<file path="src/rtl/sink_lookup.sv">
// rtl/sink_lookup.sv - scans the sink table in memory for this node's ID and writes back the match result
module sink_lookup #(
    parameter  int DATA_W      = 16,
    parameter  int ADDR_W      = 11,
    parameter  int ID_ADDR     = 2,
    parameter  int SINK_BASE   = 16,
    parameter  int MAX_SINKS   = 8,
    parameter  int RESULT_ADDR = 3,
    localparam int IDX_W       = (MAX_SINKS > 1) ? $clog2(MAX_SINKS) : 1
) (
    input  logic              clock,
    input  logic              nrst,
    input  logic              en,
    input  logic              start,
    output logic [ADDR_W-1:0] address,
    output logic              wr_en,
    input  logic [DATA_W-1:0] data_in,
    output logic [DATA_W-1:0] data_out,
    output logic              forAggregation,
    output logic [IDX_W-1:0]  sink_idx,
    output logic              done
);

    localparam int CNT_W = IDX_W + 1;
    localparam logic [ADDR_W-1:0] A_ID    = ADDR_W'(ID_ADDR);
    localparam logic [ADDR_W-1:0] A_CNT   = ADDR_W'(SINK_BASE);
    localparam logic [ADDR_W-1:0] A_FIRST = ADDR_W'(SINK_BASE + 1);
    localparam logic [ADDR_W-1:0] A_SCAN0 = ADDR_W'(SINK_BASE + 2);
    localparam logic [ADDR_W-1:0] A_RES   = ADDR_W'(RESULT_ADDR);
    localparam logic [CNT_W-1:0]  CNT_MAX = CNT_W'(MAX_SINKS);

    typedef enum logic [2:0] {IDLE, RD_ID, RD_CNT, LD_CNT, SCAN, WRITE, FINISH} state_t;

    state_t            state_q, state_d;
    logic [ADDR_W-1:0] address_q, address_d;
    logic              wr_en_q, wr_en_d, done_q, done_d;
    logic [DATA_W-1:0] data_out_q, data_out_d;
    logic              for_agg_q, for_agg_d;
    logic [IDX_W-1:0]  sink_idx_q, sink_idx_d;
    logic [DATA_W-1:0] node_id_q, node_id_d;
    logic [CNT_W-1:0]  cnt_q, cnt_d;
    logic [IDX_W-1:0]  k_q, k_d, idx_q, idx_d;
    logic              match_q, match_d;
    logic              stalled_q;
    logic [DATA_W-1:0] hold_q;
    logic [DATA_W-1:0] rdata;

    // While stalled the memory keeps answering the already-advanced address,
    // so the word that belonged to the frozen state is parked in hold_q.
    assign rdata = stalled_q ? hold_q : data_in;

    always_comb begin
        state_d    = state_q;
        node_id_d  = node_id_q;
        cnt_d      = cnt_q;
        k_d        = k_q;
        idx_d      = idx_q;
        match_d    = match_q;
        for_agg_d  = for_agg_q;
        sink_idx_d = sink_idx_q;
        data_out_d = data_out_q;
        case (state_q)
            IDLE:    if (start) state_d = RD_ID;
            RD_ID:   state_d = RD_CNT;
            RD_CNT: begin
                node_id_d = rdata;
                state_d   = LD_CNT;
            end
            LD_CNT: begin
                cnt_d   = (rdata > DATA_W'(MAX_SINKS)) ? CNT_MAX : CNT_W'(rdata);
                k_d     = '0;
                idx_d   = '0;
                match_d = 1'b0;
                state_d = (rdata == '0) ? WRITE : SCAN;
            end
            SCAN: begin
                if (rdata == node_id_q) begin
                    match_d = 1'b1;
                    idx_d   = k_q;
                    state_d = WRITE;
                end else if ({1'b0, k_q} == cnt_q - CNT_W'(1)) begin
                    state_d = WRITE;
                end else begin
                    k_d = k_q + IDX_W'(1);
                end
            end
            WRITE:   state_d = FINISH;
            FINISH: begin
                for_agg_d  = match_q;
                sink_idx_d = match_q ? idx_q : '0;
                state_d    = IDLE;
            end
            default: state_d = IDLE;
        endcase
        if (state_d == WRITE && state_q != WRITE)
            data_out_d = DATA_W'({idx_d, match_d});
    end

    // Registered outputs are computed from the state being entered.
    always_comb begin
        address_d = '0;
        case (state_d)
            RD_ID:   address_d = A_ID;
            RD_CNT:  address_d = A_CNT;
            LD_CNT:  address_d = A_FIRST;
            SCAN:    address_d = A_SCAN0 + ADDR_W'(k_d);
            WRITE:   address_d = A_RES;
            default: address_d = '0;
        endcase
        wr_en_d = (state_d == WRITE);
        done_d  = (state_d == FINISH);
    end

    always_ff @(posedge clock or negedge nrst) begin
        if (!nrst) begin
            state_q    <= IDLE;
            address_q  <= '0;
            wr_en_q    <= 1'b0;
            done_q     <= 1'b0;
            data_out_q <= '0;
            for_agg_q  <= 1'b0;
            sink_idx_q <= '0;
            node_id_q  <= '0;
            cnt_q      <= '0;
            k_q        <= '0;
            idx_q      <= '0;
            match_q    <= 1'b0;
            stalled_q  <= 1'b0;
            hold_q     <= '0;
        end else begin
            stalled_q <= ~en;
            if (!en && !stalled_q) hold_q <= data_in;
            if (en) begin
                state_q    <= state_d;
                address_q  <= address_d;
                wr_en_q    <= wr_en_d;
                done_q     <= done_d;
                data_out_q <= data_out_d;
                for_agg_q  <= for_agg_d;
                sink_idx_q <= sink_idx_d;
                node_id_q  <= node_id_d;
                cnt_q      <= cnt_d;
                k_q        <= k_d;
                idx_q      <= idx_d;
                match_q    <= match_d;
            end
        end
    end

    // Strobes are masked by en so a frozen WRITE/FINISH neither writes nor signals.
    assign address        = address_q;
    assign wr_en          = wr_en_q & en;
    assign done           = done_q & en;
    assign data_out       = data_out_q;
    assign forAggregation = for_agg_q;
    assign sink_idx       = sink_idx_q;

endmodule

</file>
<file path="config.mk">
export PLATFORM = sky130hd
export DESIGN_NAME = sink_lookup
export DESIGN_NICKNAME = d
export VERILOG_FILES = /design/src/rtl/sink_lookup.sv
export SDC_FILE = /design/constraint.sdc
export NUM_CORES = 1
export LEC_CHECK = 0
export BUFFER_PORTS_ARGS = -buffer_cell sky130_fd_sc_hd__buf_2
export CAP_MARGIN = 25
export CORE_UTILIZATION = 43
export DETAILED_ROUTE_END_ITERATION = 12
export PLACE_DENSITY_LB_ADDON = 0.12
export SYNTH_ARGS = -nofsm -noshare
export SYNTH_HDL_FRONTEND = slang
export SYNTH_SLANG_ARGS = --single-unit
</file>
<file path="constraint.sdc">
create_clock -name clock -period 2.6 [get_ports clock]
set_input_delay 0.26 -clock clock [delete_from_list [all_inputs] [get_ports clock]]
set_output_delay 0.26 -clock clock [all_outputs]
set_load 0.02 [all_outputs]
</file>
==> metrics.cfg, run 1 <==
[pwr]
p_int_w = 0.00219
p_sw_share_pct = 36.6
p_leak_nw = 1.77
p_sw_w = 0.00127
pwr-share-comb_pct = 34.8
ir_drop_mv = 0.406
p_clk_share_pct = 22.8
seqPwrFrac_pct = 42.4
powerDensity_nw_per_um2 = 857
power_w = 0.00346

[placement]
port_buffers = 34
place_ws_ps = -6.99
hpwl_mm = 4.53
gp_congestion = 0.765

[floorplanning]
row_count = 31
fp.dieArea_sq_um = 7920
die_y_um = 89.0
start_util_pct = 44.6
ios = 53
core_sq_um = 7290
die_w_um = 89.0

[logic_synthesis]
yosysTopAreaCell = dfrtp_1
synth_edf_count = 0
syn_inst = 307
synth_area_leaders = dfrtp_1 48%, mux2i_1 6.5%, mux2_2 6.2%
synth_top_family_by_area = multiplexers
yosysWarnings = 0
yosys.area_share.simple_pct = 14.7
synth_ff_type = dfrtp_1
synth_cell_types = 43
avgSynthCellArea_sq_um = 10.6
ys_top_cells_by_count = 62 x dfrtp_1, 36 x nor2_1, 26 x nand2_1
syn_area_sq_um = 3260
synth-xor-area-share_pct = 4.84
synth_seq_cells = 62
synth_compound_area_share_pct = 9.57
ys_seq_area_share_pct = 47.7
synthAdderAreaFrac_pct = 1.15
yosysMostFrequentCell = dfrtp_1
muxShareOfSynthArea_pct = 15.3
synthArstFlopShare_pct = 100
yosys.area.top_type_share_pct = 47.7

[layout]
multiInputGateArea_sq_um = 1740
nets = 385
drive_gt1_share_pct = 33.8
n_fill_cell = 670
antenna_cells = 0
syn_to_final_growth_pct = 23.9
final-seq-area_sq_um = 1550
fin_util_pct = 55.3

[min_path]
hp-class = in -> async

[drt]
remaining_drc_errors = 0
dr.first_iter.drc_count = 112
postRouteAntennaNets = 0
vias_per_cell = 5.09
wl_per_cell_um = 14.6
drt-total-wl_mm = 6.82
first_pass_iters = 5
dr_total_vias = 2370

[grt]
grt_pass1_wl_mm = 10.6
grt_pass1_vias = 2149
grt_max_degree = 63
grtUsageTotal_pct = 17.8
overflow = 0
antenna_found_initial = 0

[sta]
fin_crit_sh_pct = 96.9
slew_violations = 0
finalSetupViolCount = 0
final-hold-violation-count = 0
clock-skew-final_ps = 11.8
worst_pin_slew_ps = 790
setup_tns_ps = 0
clock.fmax_mhz = 397
hold_ws_ps = 79.9
period_needed_ps = 2520
max_slew_margin_pct = 47.3
setup_ws_ps = 79.6

[flow_run]
cap_violations = 0

[status]
outcome = completed

[worst_setup_path]
arrival_ps = 2750
crit_path_start_kind = register
r2r-start = stalled_q
crit_path_start = stalled_q
crit_required_ps = 2830
crit_type = reg -> reg
crit_path_end_kind = register
crit_fanout = 5
ff2ff_path_depth = 10

[cts]
cts_buffers = 9
tritoncts = built
cts_buffer_depth = 2
clock-sinks = 62
root_buffer = clkbuf_8
h-tree-depth = 3
clkTransAtPathRegs_ps = 70
clk_latency_ps = 340

[through the flow]
stage	cell area, sq um	instances
floorplan	3320	324
global placement	3550	442
detailed placement	3550	442
CTS	3740	458
global route	4040	466
finish	4040	466
[metal layers]
layer	up-vias	global-route usage, %	routed length [um]
met5	-	0	0
met4	0	8.23	116
met3	10	2.77	238
met2	60	28.1	3270
met1	1150	24.3	3190
li1	1150	-	-
[area by class of cell]
class / instances / area share, %
flip-flops and latches: 62 / 38.5
multi-input cells: 224 / 43.1
repair buffers: 57 / 9.95
well taps: 99 / 3.07
clock inverters: 3 / 0.434
inverters: 8 / 0.744
clock buffers: 13 / 4.19
[sequential cells by signal (all words and copies together) (netlist names)]
register / count
address: 5
cnt_q: 4
data_out: 4
done_q: 1
forAggregation: 1
hold_q: 16
idx_q: 3
k_q: 3
match_q: 1
node_id_q: 16
sink_idx: 3
stalled_q: 1
state_q: 3
wr_en_q: 1
[worst max-delay path, cell delays in order, from the launching register on]
cell and delay [ps]:
dfrtp_2 470, clkbuf_16 200, mux2i_2 250, xnor2_1 130, nor4_4 340, nand4_4 190, nand3_2 130, nand2_1 70
mux2i_1 180, ha_1 260, a22o_1 200
[final timing paths]
| path | slack (ps) | end |
|---|---|---|
| max | 80 | address[2] |
| min | 80 | sink_idx[1] |
| max reg2reg | 80 | address[2] |
| min reg2reg | 470 | sink_idx[0] |
| max in group asynchronous | 1960 | stalled_q |
| min in group clock | 190 | hold_q[0] |
[placed cells by master, fill, tap and decap left out, drive strengths merged, types with 2 or more instances in the layout]
cell type | Yosys | layout
nand3 | 6 | 6
nor3b | 2 | 2
clkbuf | 10 | 15
a41oi | 2 | 2
ha | 3 | 3
inv | 7 | 7
xnor2 | 18 | 18
nand2 | 26 | 26
nor2 | 36 | 36
a22o | 5 | 5
dfrtp | 62 | 62
mux2i | 23 | 23
nand4b | 2 | 2
nand4 | 3 | 3
a31oi | 3 | 3
conb | 1 | 18
o311ai | 2 | 2
nor3 | 3 | 3
nor4 | 7 | 7
buf | 20 | 55
nor4b | 2 | 2
mux2 | 22 | 22
a21oi | 22 | 22
o21ai | 12 | 12
clkinv | 1 | 3
[power groups by stage]
| stage | Combinational [W] | Clock (W) | Sequential, W |
|---|---|---|---|
| global placement | 0.00105 | 0 | 0.00145 |
| CTS | 0.00107 | 0.000816 | 0.00144 |
| floorplan | 0.000801 | 0 | 0.00143 |
| finish | 0.00121 | 0.000788 | 0.00147 |
| global route | 0.00133 | 0.000853 | 0.00151 |
| detailed placement | 0.00106 | 0 | 0.00146 |
[logic make-up (layout without fill, tap and decap cells)]
group	Yosys count	after routing
fa+ha+maj	3	3
mux	45	45
other cells	1	18
simple gates	91	91
buf+inv	38	81
xor+xnor	18	18
flops	62	62
compound gates	49	49
[timing repair]
action	in CTS	in global routing
setup buffers	0	5
hold buffers	0	0
pin swaps	0	7
resized for setup	1	33
setup endpoints to repair	3	5
gates cloned	0	3
Power figures use the tool's default switching activity.
==> inputs of run 2 (changes only) <==
--- a/config.mk
+++ b/config.mk
@@ -7,8 +7,9 @@
 export LEC_CHECK = 0
 export BUFFER_PORTS_ARGS = -buffer_cell sky130_fd_sc_hd__buf_2
 export CAP_MARGIN = 25
-export CORE_UTILIZATION = 43
+export CORE_UTILIZATION = 51
 export DETAILED_ROUTE_END_ITERATION = 12
+export MAX_ROUTING_LAYER = met4
 export PLACE_DENSITY_LB_ADDON = 0.12
 export SYNTH_ARGS = -nofsm -noshare
 export SYNTH_HDL_FRONTEND = slang
==> run 2 against run 1 <==
Net effect:
- hold slack improved by 100 ps
- global-route usage grew 6.7 points
- sequential cell count did not move
- sequential power barely moved
- routed wire length grew 5.0%
- critical path depth did not move
- design area rose by 2.0%
- clock power is 27% higher
- first-iteration DRC count increased by 21%
- non-clock buffer count up 3
- critical path type unchanged
- highest routed layer unchanged
==> metrics.cfg, run 2 (synthesized netlist as in run 1, its figures left out) <==
[status]
outcome = completed

[cts]
clkTransAtPathRegs_ps = 70
clock-sinks = 62
cts_buffers = 9
cts_buffer_depth = 2
h-tree-depth = 3
root_buffer = clkbuf_8
tritoncts = built
clk_latency_ps = 350

[layout]
multiInputGateArea_sq_um = 1780
antenna_cells = 0
final-seq-area_sq_um = 1550
layout_commonest_cell = dfrtp_1
fin_cells = 445
n_fill_cell = 457
nets = 388
syn_to_final_growth_pct = 26.4
final_cell_mix = 61 x dfrtp_1, 36 x nor2_1, 34 x buf_2, 24 x nand2_1, 22 x a21oi_1
drive_gt1_share_pct = 34.9

[drt]
dr.first_iter.drc_count = 136
drt-total-wl_mm = 7.16
remaining_drc_errors = 0
vias_per_cell = 5.49
first_pass_iters = 4
dr_total_vias = 2442
wl_per_cell_um = 16.1
postRouteAntennaNets = 0

[pwr]
ir_drop_mv = 0.659
p_sw_w = 0.00131
p_leak_nw = 1.81
p_int_w = 0.00238
powerDensity_nw_per_um2 = 897
p_sw_share_pct = 35.5
p_clk_share_pct = 27.1
pwr-share-comb_pct = 33.0
seqPwrFrac_pct = 39.9

[grt]
grt_max_degree = 33
grt_pass1_vias = 2396
grt_pass1_wl_mm = 11.6
overflow = 0
grtUsageTotal_pct = 24.5
antenna_found_initial = 0

[worst_setup_path]
crit_path_end_kind = register
crit_path_start_kind = register
arrival_ps = 2830
crit_fanout = 5
crit_required_ps = 2830
r2r_slack_ps = 4
reg2reg_to = address[2]
crit_type = reg -> reg
r2r-start = stalled_q
ff2ff_path_depth = 10

[sta]
fin_crit_sh_pct = 99.8
clock.fmax_mhz = 385
rsz0062_at_grt = true
clock-skew-final_ps = 11.3
setup_ws_ps = 4.38
period_needed_ps = 2600
max_slew_margin_pct = 64.6
worst_pin_slew_ps = 530
final-hold-violation-count = 0
slew_violations = 0
finalSetupViolCount = 0

[min_path]
hp-class = in -> reg
hold-path-endpoint = hold_q[12]
hold-path-cell-count = 2
min_from = data_in[12]

[placement]
hpwl_mm = 4.58
dp_cells = 418
place_ws_ps = -11.3
gp_congestion = 0.785
port_buffers = 34

[floorplanning]
die_w_um = 81.9
ios = 53
start_util_pct = 54.0
fp.dieArea_sq_um = 6710
row_count = 28
core_sq_um = 6030
die_y_um = 81.9

[flow_run]
cap_violations = 0

[run 2: changes by cell type in the layout (fill, tap and decap cells not counted), sizes merged]
cell / before / now
buf: 55 / 59
clkbuf: 15 / 11
bufinv: 0 / 2
dlygate4sd3: 0 / 1
[run 2: routing by layer]
layer | wire, um | track usage (%)
met5 | 0 | -
met4 | 110 | 6.84
met3 | 259 | 6.22
met2 | 3650 | 42.2
met1 | 3140 | 28.2
[run 2: metrics by stage]
| step | area, sq um | hold WS [ps] | TNS, ps | util, % | power [W] |
|---|---|---|---|---|---|
| global route | 4120 | 182 | -135 | 68.3 | 0.00390 |
| detailed placement | 3520 | 258 | -11.3 | 58.5 | 0.00250 |
| floorplan | 3320 | -35.6 | 0 | - | 0.00223 |
| global placement | 3520 | 250 | 0 | 58.5 | 0.00247 |
| CTS | 4060 | 173 | 0 | 67.4 | 0.00366 |
| finish | 4120 | 184 | 0 | 68.3 | 0.00369 |
[run 2: worst max path at each step]
| stage | start | to | slack [ps] | cells after the start |
|---|---|---|---|---|
| 6_report | stalled_q | address[2] | 4 | 10 |
| 5_1_grt | stalled_q | address[2] | -70 | 10 |
| 4_1_cts | stalled_q | address[2] | 2 | 10 |
| 3_5_place_dp | stalled_q | address[2] | -10 | 9 |
| 3_3_place_gp | stalled_q | address[2] | 60 | 9 |
| 2_1_floorplan | stalled_q | address[2] | 140 | 9 |
[run 2: layout make-up]
| cell class | instances | area share, % |
|---|---|---|
| inverter | 8 | 0.730 |
| clock inverter | 5 | 1.98 |
| multi-input combinational | 224 | 43.2 |
| tap | 75 | 2.28 |
| clock buffer | 11 | 3.68 |
| sequential | 62 | 37.7 |
| timing repair buffer | 60 | 10.4 |
[run 2: power by group through the flow]
stage / clock network [W] / logic (W) / registers, W
2_1_floorplan: 0 / 0.000801 / 0.00143
3_3_place_gp: 0 / 0.00102 / 0.00145
3_5_place_dp: 0 / 0.00104 / 0.00146
4_1_cts: 0.000999 / 0.00120 / 0.00147
5_1_grt: 0.00104 / 0.00135 / 0.00152
6_report: 0.00100 / 0.00122 / 0.00147
[run 2: repair_timing]
action	4_1_cts	5_1_grt
hold buffers	1	0
hold endpoints to repair	21	0
setup buffers	5	3
setup endpoints to repair	1	7
pin swaps	8	11
gates resized for setup	36	6
cloned	2	0
[run 2: critical path, cell delays in order (launching register included)]
cell and delay (ps):
dfrtp_2 500, buf_12 180, mux2i_4 270, xnor2_2 110
nor4_4 360, nand4_4 180, nand3_2 130, nand2_2 70
mux2i_2 220, ha_1 280, a22o_1 180
==> inputs of run 3 (changes only) <==
--- a/config.mk
+++ b/config.mk
@@ -11,6 +11,7 @@
 export DETAILED_ROUTE_END_ITERATION = 12
 export MAX_ROUTING_LAYER = met4
 export PLACE_DENSITY_LB_ADDON = 0.12
+export RECOVER_POWER = 25
 export SYNTH_ARGS = -nofsm -noshare
 export SYNTH_HDL_FRONTEND = slang
 export SYNTH_SLANG_ARGS = --single-unit
==> run 3 against run 2 <==
Net effect:
- critical endpoint unchanged
- largest power group unchanged
- power down 0.53%
- count of clock-buffer cells in the layout unchanged
- core utilization down 0.21 points
- clock skew up 1.4 ps
- combinational power about the same
- clock power about the same
- critical path depth unchanged
- worst setup slack better by 0.53 ps
- critical path type unchanged
- final cell count unchanged
==> metrics.cfg, run 3 (synthesized netlist as in run 1, its figures left out) <==
[drt]
first_pass_iters = 4
remaining_drc_errors = 0
postRouteAntennaNets = 0
drt-total-wl_mm = 7.09
wl_per_cell_um = 15.9
dr_total_vias = 2443
vias_per_cell = 5.49
dr.first_iter.drc_count = 118

[worst_setup_path]
ff2ff_path_depth = 10
r2r_slack_ps = 5
crit_path_end_kind = register
crit_required_ps = 2820
crit_type = reg -> reg
r2r-start = stalled_q
crit_path_start = stalled_q
arrival_ps = 2820
reg2reg_to = address[2]
crit_path_start_kind = register
setup.worst_path.end = address[2]
crit_fanout = 5

[pwr]
power_w = 0.00367
powerDensity_nw_per_um2 = 895
pwr-share-comb_pct = 32.9
p_sw_share_pct = 35.4
p_clk_share_pct = 27.0
p_int_w = 0.00237
ir_drop_mv = 0.655
p_sw_w = 0.00130
p_leak_nw = 1.78
seqPwrFrac_pct = 40.1

[sta]
fin_crit_sh_pct = 99.8
max_slew_margin_pct = 17.6
clock-skew-final_ps = 12.7
worst_pin_slew_ps = 1240
period_needed_ps = 2600
clock.fmax_mhz = 385
setup_tns_ps = 0
slew_violations = 0
final-hold-violation-count = 0
finalSetupViolCount = 0
hold_ws_ps = 193
rsz0062_at_grt = true

[cts]
cts_buffer_depth = 2
root_buffer = clkbuf_8
tritoncts = built
clk_latency_ps = 340
h-tree-depth = 3
clkTransAtPathRegs_ps = 70
clock-sinks = 62
cts_buffers = 9

[layout]
fin_cells = 445
final-seq-area_sq_um = 1550
design_area_sq_um = 4100
drive_gt1_share_pct = 32.2
multiInputGateArea_sq_um = 1780
n_fill_cell = 464
layout_commonest_cell = dfrtp_1
antenna_cells = 0
syn_to_final_growth_pct = 26.0
nets = 388
final_cell_mix = 61 x dfrtp_1, 36 x nor2_1, 24 x nand2_1, 24 x buf_2, 22 x a21oi_1

[floorplanning]
start_util_pct = 54.0
die_w_um = 81.9
row_count = 28
core_sq_um = 6030
die_y_um = 81.9
fp.dieArea_sq_um = 6710
ios = 53

[status]
outcome = completed

[grt]
grt_pass1_vias = 2396
grt_pass1_wl_mm = 11.6
grtUsageTotal_pct = 24.5
overflow = 0
grt_max_degree = 33
antenna_found_initial = 0

[min_path]
hp-class = in -> reg
hold-path-cell-count = 2

[placement]
placed_area_sq_um = 3520
hpwl_mm = 4.58
port_buffers = 34
dp_cells = 418
gp_congestion = 0.785

[flow_run]
cap_violations = 0

-- run 3: power groups by stage --
stage | combinational (W) | clock [W] | sequential [W]
3_5_place_dp | 0.00104 | 0 | 0.00146
6_report | 0.00121 | 0.000992 | 0.00147
5_1_grt | 0.00133 | 0.00104 | 0.00152
4_1_cts | 0.00120 | 0.000999 | 0.00147
3_3_place_gp | 0.00102 | 0 | 0.00145
2_1_floorplan | 0.000801 | 0 | 0.00143
-- run 3: stage by stage --
stage,utilization (%),setup slack (ps)
3_5_place_dp,58.5,-11.3
3_3_place_gp,58.5,63.2
5_1_grt,68.1,-72.0
4_1_cts,67.4,2.10
2_1_floorplan,-,143
6_report,68.1,4.91
-- run 3: final cells by class --
| cell class | instances | area share (%) |
|---|---|---|
| timing repair buffer | 60 | 10.1 |
| inverter | 8 | 0.732 |
| multi-input combinational | 224 | 43.3 |
| sequential | 62 | 37.8 |
| clock buffer | 11 | 3.69 |
| tap | 75 | 2.29 |
| clock inverter | 5 | 1.98 |
-- run 3: worst max-delay path, stage by stage (launching register included) --
cell and delay, ps:
dfrtp_2 500, buf_12 180, mux2i_4 270, xnor2_2 110
nor4_4 360, nand4_4 180, nand3_2 130, nand2_2 70
mux2i_2 220, ha_1 280, a22o_1 180
-- run 3: worst min path at each step --
stage,from,end
global placement,nrst,sink_idx[0]
finish,data_in[12],hold_q[12]
global route,data_in[12],hold_q[12]
detailed placement,nrst,sink_idx[0]
CTS,data_in[13],hold_q[13]
floorplan,nrst,address[0]
-- run 3: per-layer routing --
| metal | global-route usage, % | vias to the layer above | wire (um) |
|---|---|---|---|
| li1 | - | 1163 | - |
| met1 | 28.2 | 1206 | 3050 |
| met2 | 42.2 | 62 | 3700 |
| met3 | 6.22 | 12 | 237 |
| met4 | 6.84 | 0 | 101 |
| met5 | - | - | 0 |
-- run 3: repair_timing --
action / in CTS / in global routing
hold endpoints to repair: 21 / 0
buffers inserted: 5 / 3
resized for setup: 36 / 6
gates cloned: 2 / 0
pin swaps: 8 / 11
setup endpoints to repair: 1 / 7
hold buffers: 1 / 0
